### src/rtl/cic_decimation_rx.sv
`timescale 1ns/1ps
// Rx CIC decimator: R=8, N=3, M=1, 20-bit Hogenauer datapath (gain 512).
// Integrators run at the input rate, and each comb stage fires on its own edge after a decimation event.
module cic_decimation_rx (
  input  logic               clk,
  input  logic               rst_n,
  input  logic               clr,
  input  logic               in_valid,
  input  logic signed [10:0] in_data,
  output logic               out_valid,
  output logic signed [19:0] out_data,
  output logic signed [10:0] out_q,
  output logic [2:0]         phase
);

  localparam int W = 20;

  logic signed [W-1:0] r_i1, r_i2, r_i3;
  logic signed [W-1:0] r_dec;
  logic signed [W-1:0] r_c1, r_c2;
  logic signed [W-1:0] r_d1, r_d2, r_d3;
  logic signed [W-1:0] r_out;
  logic signed [10:0]  r_q;
  logic [2:0]          r_phase;
  logic                r_v0, r_v1, r_v2, r_out_valid;

  logic                w_accept;
  logic                w_dec_evt;
  logic signed [W-1:0] w_x, w_i1, w_i2, w_i3;
  logic signed [W-1:0] w_comb3;
  logic signed [W:0]   w_round;
  logic signed [W:0]   w_shift;
  logic signed [10:0]  w_q;

  assign w_accept  = in_valid & ~clr;
  assign w_dec_evt = w_accept & (r_phase == 3'd7);

  // The cascade is combinational so the latched value already includes the phase-7 sample.
  assign w_x  = {{(W-11){in_data[10]}}, in_data};
  assign w_i1 = r_i1 + w_x;
  assign w_i2 = r_i2 + w_i1;
  assign w_i3 = r_i3 + w_i2;

  assign w_comb3 = r_c2 - r_d3;
  assign w_round = {w_comb3[W-1], w_comb3} + 21'sd256;
  assign w_shift = w_round >>> 9;

  always_comb begin
    w_q = w_shift[10:0];
    if (w_shift > 21'sd1023)
      w_q = 11'sd1023;
    else if (w_shift < -21'sd1024)
      w_q = -11'sd1024;
  end

  always_ff @(posedge clk or negedge rst_n) begin
    if (!rst_n) begin
      r_i1        <= '0;
      r_i2        <= '0;
      r_i3        <= '0;
      r_dec       <= '0;
      r_c1        <= '0;
      r_c2        <= '0;
      r_d1        <= '0;
      r_d2        <= '0;
      r_d3        <= '0;
      r_out       <= '0;
      r_q         <= '0;
      r_phase     <= '0;
      r_v0        <= 1'b0;
      r_v1        <= 1'b0;
      r_v2        <= 1'b0;
      r_out_valid <= 1'b0;
    end else if (clr) begin
      r_i1        <= '0;
      r_i2        <= '0;
      r_i3        <= '0;
      r_dec       <= '0;
      r_c1        <= '0;
      r_c2        <= '0;
      r_d1        <= '0;
      r_d2        <= '0;
      r_d3        <= '0;
      r_out       <= '0;
      r_q         <= '0;
      r_phase     <= '0;
      r_v0        <= 1'b0;
      r_v1        <= 1'b0;
      r_v2        <= 1'b0;
      r_out_valid <= 1'b0;
    end else begin
      if (w_accept) begin
        r_i1    <= w_i1;
        r_i2    <= w_i2;
        r_i3    <= w_i3;
        r_phase <= r_phase + 3'd1;
      end
      if (w_dec_evt)
        r_dec <= w_i3;
      r_v0 <= w_dec_evt;

      r_v1 <= r_v0;
      if (r_v0) begin
        r_c1 <= r_dec - r_d1;
        r_d1 <= r_dec;
      end

      r_v2 <= r_v1;
      if (r_v1) begin
        r_c2 <= r_c1 - r_d2;
        r_d2 <= r_c1;
      end

      r_out_valid <= r_v2;
      if (r_v2) begin
        r_out <= w_comb3;
        r_d3  <= r_c2;
        r_q   <= w_q;
      end
    end
  end

  assign out_valid = r_out_valid;
  assign out_data  = r_out;
  assign out_q     = r_q;
  assign phase     = r_phase;

endmodule

### config.mk
export PLATFORM = sky130hd
export DESIGN_NAME = cic_decimation_rx
export DESIGN_NICKNAME = d
export VERILOG_FILES = /design/src/rtl/cic_decimation_rx.sv
export SDC_FILE = /design/constraint.sdc
export NUM_CORES = 1
export LEC_CHECK = 0
export CAP_MARGIN = 20
export CORE_ASPECT_RATIO = 1.1
export CORE_MARGIN = 4
export CORE_UTILIZATION = 35
export CTS_BUF_LIST = sky130_fd_sc_hd__clkbuf_2
export CTS_CLUSTER_DIAMETER = 80
export DETAILED_ROUTE_END_ITERATION = 12
export GPL_ROUTABILITY_DRIVEN = 0
export PLACE_DENSITY = 0.54
export SETUP_SLACK_MARGIN = 0.5
export SKIP_CTS_REPAIR_TIMING = 1
export SLEW_MARGIN = 20
export SYNTH_ARGS = -nofsm -noshare
export SYNTH_HDL_FRONTEND = slang
export SYNTH_SLANG_ARGS = --single-unit
### constraint.sdc
create_clock -name clk -period 7.9 [get_ports clk]
set_clock_uncertainty 0.15 [all_clocks]
set_input_delay 1.185 -clock clk [delete_from_list [all_inputs] [get_ports clk]]
set_output_delay 1.185 -clock clk [all_outputs]
set_load 0.005 [all_outputs]
Word level (Yosys, flattened, before mapping). Index checks and enable logic that the tools add are counted.

Add/sub/neg operators: 8. $lt $le $gt $ge: 2. Eq/ne operators: 1. Multiplexer cells: 30. Bitwise gates (word level): 3. Reductions and logical operators: 5.

Operators with widths (number): $mux W20 (20); $sub A20 B20 Y20 (3); $mux W11 (4); $add A20 B20 Y20 (2); $add A20 B10 Y21 const B (1); $add A20 B11 Y20 (1); $gt A12 B11 Y1 const B (1); $lt A12 B11 Y1 const B (1); $reduce_bool A2 Y1 (5); $mux W3 (2); $mux W1 (4); $add A3 B1 Y3 const B (1); $eq A3 B3 Y1 const B (1); $and A1 B1 Y1 (2); $not A1 Y1 (1).

Bits in registers: 218. Logic and storage cells: 65.

Logic depth before layout (Yosys ltp).
Depth after elaboration: 7. Mapped depth: 25. Depth with buffers taken out: 25.

Least setup slack after synthesis. Ideal clock, no wire load.

Kind: input to register. Start: in in_data[0]. End: reg r_dec[19]. Arrival time: 6118 ps. Path slack: 1510 ps. Cell stages on the path: 24. Buffers on the path: 0. Cells stage by stage: ha_1 -> fa_1 -> a21o_1 -> a21oi_1 -> o21bai_1 -> o31a_1 -> a21oi_1 -> xnor2_1 -> ha_1 -> and2_1 -> a221o_1 -> a21oi_1 -> a21bo_2 -> a21oi_1 -> xnor2_1 -> ha_1 -> or3_1 -> o21ai_0 -> a21oi_1 -> a2111o_1 -> a21oi_1 -> xnor2_1 -> or3_1 -> o2111a_1.

Word-level cells in the longest chain between the ends: 5.

Ends and longest elaborated chain: start: declaration (RTL line 9) `input logic signed [10:0] in_data,`; $add A20 B11 Y20 (RTL line 40) `assign w_i1 = r_i1 + w_x;`; $add A20 B20 Y20 (RTL line 41) `assign w_i2 = r_i2 + w_i1;`; $add A20 B20 Y20 (RTL line 42) `assign w_i3 = r_i3 + w_i2;`; $mux W20 (RTL line 98) `if (w_dec_evt)`; $mux W20 (RTL line 74) `end else if (clr) begin`; end signal: assignment (RTL line 99) `r_dec <= w_i3;`; end: declaration (RTL line 19) `logic signed [W-1:0] r_dec;`.

Every way passes these cells. The select of a mux whose other input is x is not followed. A chain may end at the register's enable or synchronous reset.

Final worst setup path.
Start: in in_data[1]. End: reg r_dec[19].

The elaborated chain is that of the path after synthesis.

==> metrics <==
final setup vio count=0; status=completed; Core ar.=40,370 um2; pwr dens=243.2 nW/um2; io pins=50; worst slew pin tran=0.8543 ns; Post-Synthesis Cell Area=14,330 um2; sequential fraction of the synthesis area=38.06%; commonest non-fill, non-tap cells in the layout=nor2_1, dfrtp_1, mux2i_1; fin nets=1,745; wire per inst=14.94 um; first-pass GRT wire length=56,120 um; final period utilization=81.84%; critical path required time=between 8 and 9 ns; total grt overflow=0; Slew headroom=43.04%; hold slack=0.1441 ns; die height=220.3 um; crit start category=primary input; worst hold-check path type=primary input to async pin; CTS Buf Count=60; fin crit period=6.465 ns; vias after detailed routing=11,050; Root Driver=clkbuf_2; CP Data Arrival Time=7.07 ns; TritonCTS clock tree=yes; Setup CP Type=primary input to register; Initial Utilization=35.51%; Yosys reg bits=roughly 220; DP Wirelength=22,580 um; fraction of layout cells with a size suffix above 1=7.450%; H-tree depth=2; Synthesized Nets=1,677; highest clock rate=around 0.15 GHz; # clock sinks=218; maxcap violations=0; commonest non-fill, non-tap cell in the layout=nor2_1; antenna viol nets, final=0; crit end category=register; post-synthesis async set-or-reset flop share=100.0%; clk_lat worst skew=0.90 ns; maximum fanout along the worst path=4; GR Util All Layers=15.00%; Slew Limit Fails=0; Max clock buf depth=3; pin count of the biggest net entering global routing=122; DIE WIDTH=201.0 um; fin area=around 16,000 um2; DRC Markers=0; number of global-route vias before repair=roughly 11,000; synthesis-to-finish area growth=10.95%; DRT iter0 DRCs=475; I/O Buffers=between 40 and 50; Total Wirelength=32,360 um; cells after synthesis=about 1,500; initial antenna violation count=1; P_leak=7.211 nW; vias per cell=between 5 and 6; Final Hold Viols=0; Netlist cell types=74; Yosys warning count=0; clock-pin slew on the worst setup and hold paths=0.11 ns; row cnt=a little under 80; ys flop type=dfrtp_1; first drt pass iteration count=5; post-place instance area=15,370 um2; syn avg cell area=around 9.3 um2; unrepaired setup endpoints after global routing=false; VDD IR max=around 250 uV; Post-synth EDFFs=0; setup TNS=0 ns; Die ar.=about 44,000 um2
==> through the flow <==
stage / std cells / setup WS, ns / utilization [%] / total power [mW]
global placement: 2056 / 0.6488 / 38.07 / 3.062
CTS: 2164 / 1.553 / 39.39 / 3.939
finish: 2165 / 1.435 / 39.40 / 3.868
global route: 2165 / 1.021 / 39.40 / 4.248
floorplan: 1537 / 1.510 / - / 2.695
detailed placement: 2056 / 0.5938 / 38.07 / 3.094
==> area by class of cell <==
class	count	area, um2
flip-flops and latches	218	5459
inverters	103	386.6
repair buffers	60	589.3
clock inverters	28	133.9
clock buffers	80	400.4
fillers	4100	24460
multi-input cells	1162	8290
diodes	1	2.502
well taps	513	641.9
==> state kept, by name, indices dropped and copies added (netlist names) <==
| register | flops |
|---|---|
| r_v2 | 1 |
| out_valid | 1 |
| r_c1 | 20 |
| r_d1 | 20 |
| r_d3 | 20 |
| r_i2 | 20 |
| r_c2 | 20 |
| r_dec | 20 |
| phase | 3 |
| r_d2 | 20 |
| r_v1 | 1 |
| out_data | 20 |
| r_v0 | 1 |
| out_q | 11 |
| r_i1 | 20 |
| r_i3 | 20 |
==> logic make-up after synthesis <==
kind of cell               count (synthesis)  share of synthesized area (%)
AOI/OAI and AO/OA                        319                          15.04
adders and majority gates                125                          11.22
and+or+nand+nor                          456                          14.23
DFF                                      218                          38.06
buffers and inverters                    157                          4.111
xor gates and xnor gates                 109                          6.660
muxes                                    153                          10.68
==> synthesized netlist by cell type, types with 7 or more instances <==
master	n	area (um2)
dfrtp_1	218	5455
and2_1	9	56.30
o21bai_1	8	60.06
o211ai_1	7	52.55
o21ai_1	14	70.07
nand2_1	89	334.1
and3_1	15	93.84
a31oi_1	13	81.33
nor2_1	232	870.8
o31ai_1	10	75.07
a21o_1	31	232.7
o21a_1	12	90.09
xnor2_1	79	691.9
a211oi_1	29	217.7
ha_1	119	1489
nand3_1	17	85.08
inv_1	102	382.9
or3_1	11	68.82
o21ai_0	46	230.2
nand2b_1	8	50.05
a21oi_1	94	470.5
xor2_1	30	262.8
clkbuf_1	49	183.9
nor3_1	27	135.1
mux2i_1	153	1531
nor2b_1	16	100.1
==> where the power goes <==
group | internal, mW | leakage, nW | switching (mW)
Sequential | 1.21 | 3.00 | 0.0569
Combinational | 0.766 | 3.82 | 1.04
Clock | 0.311 | 0.396 | 0.488
==> path summary, 6_finish.rpt <==
check	slack, ns	end	from	cells after the start
max	1.43	r_dec[19]$_DFFE_PN0P_	in_data[1]	25
min in group clk	0.37	r_d2[9]$_DFFE_PN0P_	r_d2[9]$_DFFE_PN0P_	2
min	0.14	out_q[9]$_DFFE_PN0P_	rst_n	1
max in group asynchronous	6.27	r_v0$_DFF_PN0_	rst_n	2
max reg2reg	1.78	r_dec[19]$_DFFE_PN0P_	r_i1[0]$_DFFE_PN0P_	23
min reg2reg	0.37	r_d2[9]$_DFFE_PN0P_	r_d2[9]$_DFFE_PN0P_	2
==> worst max-delay path, cell delays in order <==
cell and delay (ns):
clkdlybuf4s50_1 0.46, ha_1 0.34, a211oi_1 0.31, o21ai_1 0.14
a31oi_1 0.40, inv_1 0.11, a21o_1 0.19, a21oi_1 0.17
xnor2_1 0.20, ha_1 0.33, and2_1 0.18, a221o_1 0.37
a21oi_1 0.19, a21bo_2 0.24, a21oi_1 0.16, xnor2_1 0.11
ha_1 0.23, or3_1 0.36, o21ai_0 0.08, a21oi_1 0.11
a2111o_1 0.44, a21oi_1 0.18, xnor2_1 0.12, or3_1 0.31
o2111a_1 0.13
==> layer usage <==
layer | vias to the layer above | GRT usage [%] | routed length, um
met2 | 132 | 26.74 | 15860
met4 | 0 | 5.438 | 1008
met1 | 5296 | 18.32 | 14540
met3 | 62 | 2.638 | 950
li1 | 5561 | - | -
met5 | - | 0 | 0
Note: power is estimated with default switching activity, not from simulation.
